### src/rtl/pc_sequencer_pkg.sv
// pc_sequencer_pkg: opcode/funct constants and FSM state encoding for the next-PC controller
package pc_sequencer_pkg;
  localparam logic [5:0] OP_RTYPE = 6'h00;
  localparam logic [5:0] OP_J     = 6'h02;
  localparam logic [5:0] OP_JAL   = 6'h03;
  localparam logic [5:0] OP_BEQ   = 6'h04;
  localparam logic [5:0] OP_BNE   = 6'h05;
  localparam logic [5:0] FN_JR    = 6'h08;
  typedef enum logic [1:0] {
    S_FETCH   = 2'd0,
    S_ISSUE   = 2'd1,
    S_RESOLVE = 2'd2,
    S_HALTED  = 2'd3
  } state_t;
endpackage

### src/rtl/pc_sequencer_jump_target_gen.sv
// jump_target_gen: sequential PC (pc+4) and J/JAL pseudo-direct target
//  pc          in  32  current PC
//  instr_index in  26  instruction jump index field
//  pc4         out 32  pc + 4, wrapping modulo 2^32
//  target      out 32  {pc4[31:28], instr_index, 2'b00}
module jump_target_gen (
  input  logic [31:0] pc,
  input  logic [25:0] instr_index,
  output logic [31:0] pc4,
  output logic [31:0] target
);
  assign pc4    = pc + 32'd4;
  assign target = {pc4[31:28], instr_index, 2'b00};
endmodule

### src/rtl/pc_sequencer.sv
// pc_sequencer: multicycle next-PC controller; owns PC, fetches over req/ack, issues to decode
//  clk/rst_n                 clock, asynchronous active-low reset
//  imem_req/addr/ack/rdata   instruction-memory handshake
//  instr_valid/instr/ready   issued instruction to decode
//  br_resolve/taken/target   branch or JR resolution from execute
//  halt                      stop after the issuing instruction
//  pc                        current PC
//  ra_we/ra_wdata            JAL link write pulse
//  fetch_err                 sticky imem timeout flag
module pc_sequencer
  import pc_sequencer_pkg::*;
#(
  parameter logic [31:0] RESET_PC     = 32'h0000_0000,
  parameter int          IMEM_TIMEOUT = 16
) (
  input  logic        clk,
  input  logic        rst_n,
  output logic        imem_req,
  output logic [31:0] imem_addr,
  input  logic        imem_ack,
  input  logic [31:0] imem_rdata,
  output logic        instr_valid,
  output logic [31:0] instr,
  input  logic        instr_ready,
  input  logic        br_resolve,
  input  logic        br_taken,
  input  logic [31:0] br_target,
  input  logic        halt,
  output logic [31:0] pc,
  output logic        ra_we,
  output logic [31:0] ra_wdata,
  output logic        fetch_err
);
  localparam int CW = $clog2(IMEM_TIMEOUT + 1);
  state_t state, state_nx;
  logic [CW-1:0] cnt;
  logic [31:0] pc4, j_target, pc_nx;
  logic [5:0] op;
  logic is_jr, is_jump, is_res, is_jal_xfer, timeout;
  jump_target_gen u_jt (
    .pc          (pc),
    .instr_index (instr[25:0]),
    .pc4         (pc4),
    .target      (j_target)
  );
  assign op          = instr[31:26];
  assign is_jr       = op == OP_RTYPE && instr[5:0] == FN_JR;
  assign is_jump     = op == OP_J || op == OP_JAL;
  assign is_res      = op == OP_BEQ || op == OP_BNE || is_jr;
  assign is_jal_xfer = state == S_ISSUE && instr_ready && op == OP_JAL;
  // ack in the final allowed cycle still counts as a successful fetch
  assign timeout     = cnt == CW'(IMEM_TIMEOUT - 1) && !imem_ack;
  // request is dropped combinationally while reset is held
  assign imem_req    = rst_n && state == S_FETCH;
  assign imem_addr   = imem_req ? pc : '0;
  assign instr_valid = state == S_ISSUE;
  always_comb begin
    state_nx = state;
    pc_nx    = pc;
    case (state)
      S_FETCH:
        state_nx = imem_ack ? S_ISSUE : timeout ? S_HALTED : S_FETCH;
      S_ISSUE:
        if (instr_ready) begin
          pc_nx    = is_res ? pc : is_jump ? j_target : pc4;
          state_nx = is_res ? S_RESOLVE : halt ? S_HALTED : S_FETCH;
        end
      S_RESOLVE:
        if (br_resolve) begin
          pc_nx    = (is_jr || br_taken) ? (br_target & ~32'h3) : pc4;
          state_nx = halt ? S_HALTED : S_FETCH;
        end
      default: state_nx = S_HALTED;
    endcase
  end
  always_ff @(posedge clk or negedge rst_n) begin
    if (!rst_n) begin
      state     <= S_FETCH;
      pc        <= RESET_PC;
      cnt       <= '0;
      instr     <= '0;
      fetch_err <= 1'b0;
      ra_we     <= 1'b0;
      ra_wdata  <= '0;
    end else begin
      state <= state_nx;
      pc    <= pc_nx;
      cnt   <= (state == S_FETCH && state_nx == S_FETCH) ? cnt + CW'(1) : '0;
      ra_we <= is_jal_xfer;
      if (state == S_FETCH && imem_ack) instr <= imem_rdata;
      if (state == S_FETCH && timeout) fetch_err <= 1'b1;
      if (is_jal_xfer) ra_wdata <= pc4;
    end
  end
endmodule

### config.mk
export PLATFORM = sky130hd
export DESIGN_NAME = pc_sequencer
export DESIGN_NICKNAME = d
export VERILOG_FILES = /design/src/rtl/pc_sequencer_pkg.sv /design/src/rtl/pc_sequencer_jump_target_gen.sv /design/src/rtl/pc_sequencer.sv
export SDC_FILE = /design/constraint.sdc
export NUM_CORES = 1
export LEC_CHECK = 0
export BUFFER_PORTS_ARGS = -buffer_cell sky130_fd_sc_hd__buf_2
export CORE_ASPECT_RATIO = 1.4
export CORE_UTILIZATION = 51
export CTS_CLUSTER_SIZE = 28
export DETAILED_ROUTE_END_ITERATION = 16
export PLACE_DENSITY = 0.83
export SYNTH_ARGS = -nofsm -noshare
export SYNTH_HDL_FRONTEND = slang
export SYNTH_SLANG_ARGS = --single-unit
### constraint.sdc
create_clock -name clk -period 2.85 [get_ports clk]
set_clock_uncertainty 0.15 [all_clocks]
set_input_delay 0 -clock clk [delete_from_list [all_inputs] [get_ports clk]]
set_output_delay 0 -clock clk [all_outputs]
set_load 0.1 [all_outputs]
==> flow_summary.ini <==
[run_status]
status = finished, violations left
violations = hold timing

[cts]
htree_levels = 3
clk_latency_ps = 350
clk_path_buf_depth = 2
cts_inserted_buffers = 9
clkSinkCount = 101
clk_pin_slew_ps = 70
clock-root-buffer = clkbuf_16
tritoncts = built
ctsResizeCount = 0

[drt]
antenna_left = 0
wirelength_um = 19170
drtIter0Drc = 524
first_pass_iters = 6
vias_per_cell = 6.053
routed-via-count = 5853
drc = 0
avgRoutedWirePerCell_um = 19.82

[grt]
track_usage_pct = 32.74
overflow = 0
grt_antenna_before_repair = 0
grt_pass1_vias = 5640
grt_max_degree = 70
grt_pass1_wl_um = 29730

[die]
dieArea_um2 = 11820
dieHeight_um = 128.2
pin_count = 203
die_x_um = 92.17
coreArea_um2 = 10980
rows = 45
initial_core_util_pct = 52.88

[synthesis]
synth_edf_count = 0
yosys.area.top_type = dfrtp_1
yosysTopAreaCellShare_pct = 43.53
ys_async_sr_fraction_pct = 100.0
synth.most_common_cell = dfrtp_1
synthTopCellsByArea = dfrtp_1, mux2_2, buf_4, a21oi_1, and3_1
synth_seq_cells = 101
yosysWarnings = 0
yosysUniqueCellTypes = 68
dominantRegCellSynth = dfrtp_1
ys_top_cells_by_count = dfrtp_1, nor2_1, a21oi_1, and3_1, buf_4
syn_inst = 600
synth.avg_cell_area_um2 = 9.676
ys_seq_area_share_pct = 43.53
synth_area_um2 = 5806

[run]
drv_cap = 0

[final_layout]
fin_cells = 967
syn_to_final_growth_pct = 32.28
antennaDiodeCount = 0
layout-drive-gt1-share_pct = 35.23
fin_nets = 896

[placement]
dp_cells = 886
hpwlAfterDp_um = 12990
gp_congestion = 0.9119
port_buffers = 194

[worst_setup_path]
timing.rr.start = instr[28]
arrival_ps = 2710
crit_fanout = 16
required_ps = 2920
cp-start-kind = register
critPathKind = reg2reg
crit_slowest_cell = nor4_2
rrSetupSlack_ps = 210
slowest_delay_ps = 530
path_cells = nor4_2 -> a311o_1 -> nand2_2 -> a221oi_1 -> o2bb2ai_1
r2r_cells = 5
end_kind = register
r2r-end = pc[9]

[timing]
period_share_pct = 92.48
fmax_mhz = 379.4
final_hold_viol_count = 1
period_minus_slack_ps = 2636
setup_viol = 0
whs_ps = -0.3241
finalMaxSlewViolations = 0
tns_ps = 0
tightest_slew_ps = 745.7
grt_setup_unrepaired = no
max_slew_margin_pct = 50.24

[hold_path]
min-delay-start = br_target[17]
hold_class = in2reg
worstHoldPathCells = 4
whs_endpoint = pc[17]
==> stage by stage <==
| stage | area, um^2 | worst slack (ps) | utilization (%) | hold slack (ps) |
|---|---|---|---|---|
| 2_1_floorplan | 5834 | 1.101 | - | -445.6 |
| 3_3_place_gp | 6759 | 421.7 | 61.56 | -75.54 |
| 3_5_place_dp | 6759 | 381.8 | 61.56 | -60.01 |
| 4_1_cts | 7680 | 320.6 | 69.95 | 5.796 |
| 5_1_grt | 7680 | 97.24 | 69.95 | 39.49 |
| 6_report | 7680 | 214.3 | 69.95 | -0.3241 |
==> logic make-up (layout without fill, tap and decap cells) <==
group / Yosys count / after routing / share of synthesized area [%]
mux: 33 / 33 / 6.401
simple gates: 193 / 193 / 19.20
flops: 101 / 101 / 43.53
other cells: 1 / 6 / 0.06459
compound gates: 149 / 149 / 17.35
buf+inv: 91 / 312 / 8.427
xor+xnor: 29 / 29 / 4.375
fa+ha+maj: 3 / 3 / 0.6466
==> worst max-delay path by stage <==
stage / startpoint / to / slack (ps) / cells after the start
floorplan: pc[11] / pc[31] / 1 / 6
global placement: pc[2] / ra_wdata[30] / 420 / 6
detailed placement: instr[2] / pc[3] / 380 / 5
CTS: instr[26] / pc[9] / 320 / 5
global route: instr[27] / pc[12] / 100 / 5
finish: instr[28] / pc[9] / 210 / 5
==> cell usage in the layout (no fill, tap or decap), drive strengths merged, types with 3 or more instances in the layout <==
| cell | n |
|---|---|
| buf | 215 |
| dfrtp | 101 |
| dlygate4sd3 | 66 |
| nor2 | 54 |
| a21oi | 47 |
| and3 | 37 |
| mux2 | 33 |
| xnor2 | 25 |
| o21ai | 25 |
| nand2 | 25 |
| inv | 16 |
| nand3 | 16 |
| clkbuf | 13 |
| nor3 | 12 |
| nor4 | 11 |
| o22ai | 10 |
| o2bb2ai | 9 |
| nand4 | 9 |
| a222oi | 7 |
| a32oi | 7 |
| conb | 6 |
| a31oi | 6 |
| nand2b | 5 |
| a22oi | 5 |
| o31a | 5 |
| or4 | 5 |
| xor2 | 4 |
| nor2b | 4 |
| and2 | 4 |
| a2bb2oi | 4 |
| o31ai | 3 |
| or3 | 3 |
| o211ai | 3 |
| a221oi | 3 |
| ha | 3 |
==> worst max-delay path: cells and delay by family, from the launching register on <==
kind	cells	cell delay, ps
compound gates	3	1040
simple gates	2	870
flops	1	450
==> layer usage <==
layer  vias up  share of wire (%)  global-route usage, %
li1       2602                  -                      -
met2       350                 51                  57.37
met4         0                4.2                  15.26
met3        69                6.8                  5.219
met1      2832                 38                  39.22
met5         -                  0                      0
==> final cells by class <==
type	instances	area [um^2]
Tap cell	141	176.4
Inverter	16	60.06
Sequential cell	101	2535
Clock buffer	13	250.2
Multi-Input combinational cell	413	2831
Timing Repair Buffer	281	1817
Fill cell	858	3299
Clock inverter	2	10.01
==> registers in the layout, summed over array words and instances (netlist names) <==
| name | count |
|---|---|
| state | 2 |
| fetch_err | 1 |
| ra_we | 1 |
| instr | 32 |
| cnt | 5 |
| pc | 30 |
| ra_wdata | 30 |
==> timing repair <==
item                       4_1_cts  5_1_grt
hold buffers                    66        0
setup buffers                    0        0
hold endpoints to repair       103        0
setup endpoints to repair        0        0
Power is left out: the tool's default activity adds up to more than one toggle a clock period on the data nets, which glitch-free logic cannot reach.
